**config.mk**
```make
export PLATFORM = sky130hd
export DESIGN_NAME = sn74ls161_updown_counter
export DESIGN_NICKNAME = d
export VERILOG_FILES = /design/src/rtl/sn74ls161_updown_counter.sv
export SDC_FILE = /design/constraint.sdc
export NUM_CORES = 1
export LEC_CHECK = 0
export CORE_AREA = 3 3 40 42
export DETAILED_ROUTE_END_ITERATION = 10
export DIE_AREA = 0 0 43 45
export PLACE_DENSITY = 0.56
export SLEW_MARGIN = 25
export SYNTH_ARGS = -nofsm -noshare
export SYNTH_HDL_FRONTEND = slang
export SYNTH_SLANG_ARGS = --single-unit
```
**constraint.sdc**
```tcl
create_clock -name clk -period 2.32 [get_ports clk]
set_input_delay 0.464 -clock clk [delete_from_list [all_inputs] [get_ports clk]]
set_output_delay 0.464 -clock clk [all_outputs]
set_load 0.005 [all_outputs]
```
**src/rtl/sn74ls161_updown_counter.sv**
```systemverilog
`default_nettype none
// +----------------------------------------------------------------------------+
// | Module  : sn74ls161_updown_counter                                         |
// | Brief   : Synchronous up/down binary counter with parallel load, sync      |
// |           clear, async reset and cascadable ripple-carry/borrow output.    |
// | Revision: 1.0 - initial release                                            |
// +----------------------------------------------------------------------------+
module sn74ls161_updown_counter #(
   parameter int WIDTH = 4
) (
   input  logic             clk,
   input  logic             rst,
   input  logic             in_CLR,
   input  logic             in_LOAD,
   input  logic             in_ENP,
   input  logic             in_ENT,
   input  logic             in_DOWN,
   input  logic [WIDTH-1:0] in_D,
   output logic [WIDTH-1:0] out_Q,
   output logic             out_RCO,
   output logic             out_MAXMIN
);

   localparam logic [WIDTH-1:0] c_zero = '0;
   localparam logic [WIDTH-1:0] c_ones = '1;
   localparam logic [WIDTH-1:0] c_one  = {{(WIDTH-1){1'b0}}, 1'b1};

   logic [WIDTH-1:0] r_q;
   logic [WIDTH-1:0] w_q_step;
   logic             w_tc;

   // Modulo-2^WIDTH step; wrap in both directions falls out of the width.
   assign w_q_step = in_DOWN ? (r_q - c_one) : (r_q + c_one);

   always_ff @(posedge clk or posedge rst) begin
      if (rst) begin
         r_q <= c_zero;
      end else if (in_CLR) begin
         r_q <= c_zero;
      end else if (in_LOAD) begin
         r_q <= in_D;
      end else if (in_ENP && in_ENT) begin
         r_q <= w_q_step;
      end
   end

   // Terminal count follows DOWN combinationally so a direction flip is seen
   // by a downstream stage within the same cycle.
   assign w_tc = in_DOWN ? (r_q == c_zero) : (r_q == c_ones);

   assign out_Q      = r_q;
   assign out_MAXMIN = w_tc;
   assign out_RCO    = w_tc & in_ENT;

endmodule
`default_nettype wire

```
* Word level (Yosys, flattened, before mapping) *
Cells that the tools add are included.
W data, S select, Z words.

storage, ports and cells
  flip-flop bits (word level) = 4
  latch bits = 0
  RAM bits = 0
  memory bits (read-only) = 0
  bits of input ports = 11
  logic and storage cells = 13
  memories = 0

operators by class
  add/sub/neg operators = 2
  multipliers = 0
  div/mod/pow operators = 0
  $lt $le $gt $ge = 0
  eq/ne operators = 1
  shift-type cells = 0
  mux-type cells = 5
  bitwise operators = 1
  reductions and logical operators = 3

operator list
  operator               number
  $mux W4                4
  $add A4 B1 Y4 const B  1
  $eq A4 B4 Y1 const B   1
  $logic_not A4 Y1       1
  $sub A4 B1 Y4 const B  1
  $reduce_bool A3 Y1     1
  $and A1 B1 Y1          1
  $logic_and A1 B1 Y1    1
  $mux W1                1

* Logic depth before layout (Yosys ltp) *
  depth in word-level cells = 5
  mapped depth = 5

* Least setup slack after synthesis *
OpenSTA, ideal clock, no wires.

  kind = reg-to-output
  start point = register r_q[2], in the netlist out_Q[2]
  end point = output out_RCO
  data arrival time = 1.268 ns
  data required time = 1.856 ns
  slack = 0.588 ns
  cell stages (with the launch flop) = 4
  cell sequence = dfrtp_1 -> or4b_1 -> mux2i_1 -> and2_1

on the way
  cells in the longest elaborated chain, start to end = 3
  elaborated cells on any way between the ends = 4

RTL lines
  element                                                  line  text
  start, declared                                          28    logic [WIDTH-1:0] r_q;
  start signal, assigned                                   37    r_q <= c_zero;
  start signal, assigned                                   39    r_q <= c_zero;
  start signal, assigned                                   41    r_q <= in_D;
  $eq A4 B4 Y1 / $logic_not A4 Y1 (equally long branches)  49    assign w_tc = in_DOWN ? (r_q == c_zero) : (r_q == c_ones);
  $mux W1 (*)                                              49
  via out_MAXMIN                                           21    output logic out_MAXMIN
  $and A1 B1 Y1 (*)                                        53    assign out_RCO = w_tc & in_ENT;
  end, declared                                            20    output logic out_RCO,

The timed path passes the listed nets; every way through them passes the cells marked *.

* Worst setup path in the final report *
  start point = register r_q[2], in the netlist out_Q[2]
  end point = output out_RCO

on the way
  cells in the longest elaborated chain, start to end = 3
  elaborated cells on any way between the ends = 4

RTL lines
  element                                                  line
  $eq A4 B4 Y1 / $logic_not A4 Y1 (equally long branches)  49
  $mux W1 (*)                                              49
  $and A1 B1 Y1 (*)                                        53

Every way passes the cells marked *; elsewhere a longest branch is shown, timed or not.

==> impl.org <==
** Setup path
- Data arrival time of the critical path :: between 1.5 and 2 ns
- In this design, the stage delay of the slowest critical-path cell is 0.52 ns.
- Together, buffers and inverters on the worst path number 1.
- STA classifies the critical path startpoint as a flip-flop.
- Startpoint of the worst setup timing path :: out_Q[2]
- The worst setup path is captured at an output port.
- At the worst endpoint, the required time is 1.86 ns.
- FF-to-FF Start :: out_Q[0]
- Type of the worst setup path :: flip-flop to output port
- In this design, the largest share of critical-path delay is due to simple AND/OR/NAND/NOR gates.
- Critical path, cell by cell :: or4b_1 -> mux2i_1 -> and2_1 -> clkdlybuf4s15_2
- CP max FO :: 2
- The slowest stage of the critical path belongs to the cell or4b_1.

** Clock network
- No sink is reached through more buffers than the 2 on the longest clock path.
- In this run the post-CTS setup repair buffer count came out at 0.
- Hold Buf Count CTS :: 0
- After clock tree synthesis, the clock-pin slew on the worst setup and hold paths is roughly 0.040 ns.
- CTS built an H-tree with a depth of 1.
- CTS tree :: yes
- Clock tree synthesis found a total of 4 sinks.
- TritonCTS Buffers :: 3
- Clock Latency Late Sink :: 0.23 ns
- Clock tree synthesis selected as its root buffer the cell clkbuf_4.

** Yosys
- In this run, synthesis produced a sequential element count of 4.
- The average instance in the mapped netlist occupies a little under 9 um2.
- Synthesized netlist cell count :: 38
- The synthesized design contains 0 enable-type register cells.
- For this run, the number of Yosys warnings is 0.
- Post-synth top flop :: dfrtp_1
- For this run, the register share of the synthesized area comes to 0.297.
- Mapped Area :: approximately 340 um2
- After synthesis, the share of flip-flops with an asynchronous set or reset is 1.00.
- Synth unique cells :: 21
- The number of nets handed over by synthesis was between 50 and 60.

** Outcome
- The flow ran to the end, and the final reports show no timing, DRC or antenna violations.

** STA
- Measured slew at the worst slew-check pin :: roughly 0.26 ns
- Hold Fails Final Rpt :: 0
- Ratio of final minimum period to clock period :: 0.895
- Final setup margin :: 0.245 ns
- Clock skew on the completed layout was measured at 0.00201 ns.
- Worst max-slew margin expressed relative to the limit :: 0.828
- Max Fclk :: approximately 480 MHz
- Count of pins over their slew limit :: 0
- For the finished layout, the period the worst path requires is approximately 2.1 ns.
- Setup repair after global routing left no endpoint under its margin.
- Setup violations remaining at the end of the flow were counted as 0.

** Place
- Detailed placement ended at an HPWL of 789 um.
- Routability cong. :: approximately 0.73
- Count of input and output buffers :: 16
- Worst slack at placement :: -0.341 ns

** Power and ir drop
- Across the VDD grid, the largest voltage drop is approximately 230 uV.
- Summing internal, switching and leakage power gives 254 uW.
- Power per Cell Area :: approximately 440 nW/um2
- Leakage Power :: between 0.2 and 0.3 nW

** Hold path
- HP Class :: input port to asynchronous set/reset pin

** Floorplan
- Number of placed I/O pins :: 17
- After floorplanning, the core was sized to cover around 1300 um2.
- The floorplan has 13 rows.
- For this configuration, the core starts out at a cell density of 0.262.
- Width of the chip :: between 40 and 50 um
- The floorplan step defined a die boundary enclosing just under 2000 um2.
- Vertical die dimension :: 45 um

** Route
- After the first detailed-routing iteration, the DRC count stood at 3.
- After detailed routing, the number of remaining DRC violations is 0.
- In this run the remaining antenna-violating nets after routing total 0.
- Routed length per placed instance :: 11.6 um
- The routed design has ~900 um of wire.
- Via total after detailed routing :: about 370
- The pre-antenna-repair detailed-routing pass consisted of 3 iterations.
- Routed vias/inst :: approximately 4.8

** Run
- Max-capacitance violation count :: 0

** Global routing
- For this run the aggregate overflow at the end of global routing stands at 0.
- In the global route stage, overall resource usage came out at 0.109.
- Global-route wire length before repair :: about 1600 um
- Antenna violations before repair :: 0
- Number of global-route vias before repair :: a little under 400
- Pin count of the biggest net entering global routing :: 8

** Final layout
- In the layout the commonest cells are 13 x clkdlybuf4s50_1, 6 x inv_1, 5 x a21oi_1, 5 x buf_4, 4 x dfrtp_1.
- Area added between synthesis and finish :: 70.6%
- Share of final-layout standard cells stronger than drive strength 1 :: 0.145
- The final layout contains between 70 and 80 nets.
- Most common library cell in the layout ignoring fill and taps :: clkdlybuf4s50_1
- Antenna diode count :: 0
- The register with the most flip-flops in the layout has 4 of them.
==> where the power goes <==
| group | switching (mW) | internal, mW | total [mW] |
|---|---|---|---|
| clock | 0.0252 | 0.0576 | 0.0828 |
| sequential | 0.00362 | 0.0754 | 0.0791 |
| combinational | 0.0374 | 0.0544 | 0.0918 |
| total | 0.0662 | 0.187 | 0.254 |
==> Yosys cell counts (all sizes together) (2+ instances only) <==
library cell  n  area, um2
xnor2         3       26.3
nand3         2       10.0
dfrtp         4        100
ha            2       25.0
a21oi         5       25.0
inv           6       22.5
nand2         2       7.51
==> per-stage QoR <==
stage               hold WS (ns)  utilization  std cells  setup TNS, ns  instance area (um2)
global placement           0.656        0.430         74         -0.514                  553
floorplan                  0.230            -         38              0                  337
global route               0.439        0.447         77              0                  574
finish                     0.413        0.447         77              0                  574
detailed placement         0.664        0.430         74         -0.569                  553
CTS                        0.410        0.447         77              0                  574
==> worst register-to-register path, stage by stage, from the launching register on <==
cell,delay [ns]
dfrtp_1,0.38
buf_4,0.15
inv_1,0.10
fa_1,0.43
a311o_1,0.36
a21oi_1,0.15
==> path summary, 6_finish.rpt <==
kind / end / slack, ns / cells after the start
max in group asynchronous: out_Q[0] / 1.76 / 2
setup reg to reg: out_Q[1] / 0.68 / 5
setup / recovery: out_RCO / 0.24 / 4
hold / removal: out_Q[2] / 0.41 / 2
hold reg to reg: out_Q[1] / 0.77 / 3
min in group clk: out_Q[1] / 0.77 / 3
==> metal layers <==
layer,GRT usage,part of all wire
met1,0.131,0.42
met2,0.195,0.53
met3,0.0120,0.048
met4,0.0542,0
met5,0,0
==> logic make-up after synthesis <==
group | after synthesis | synth area share
buf+inv | 6 | 0.0669
flops | 4 | 0.297
mux | 1 | 0.0297
simple gates | 11 | 0.193
xor+xnor | 3 | 0.0781
compound gates | 10 | 0.201
fa+ha+maj | 3 | 0.134
==> what timing repair did <==
| item | 4_1_cts | 5_1_grt |
|---|---|---|
| endpoints found under the setup margin | 2 | 0 |
| resized for setup | 5 | 0 |
| endpoints found under the hold margin | 0 | 0 |
==> final cells by class <==
| class | count | area, um2 |
|---|---|---|
| inverters | 6 | 22.5 |
| multi-input cells | 28 | 214 |
| well taps | 15 | 18.8 |
| repair buffers | 21 | 196 |
| flip-flops and latches | 4 | 100 |
| fillers | 136 | 711 |
| clock buffers | 3 | 22.5 |
Power figures use the tool's default switching activity.
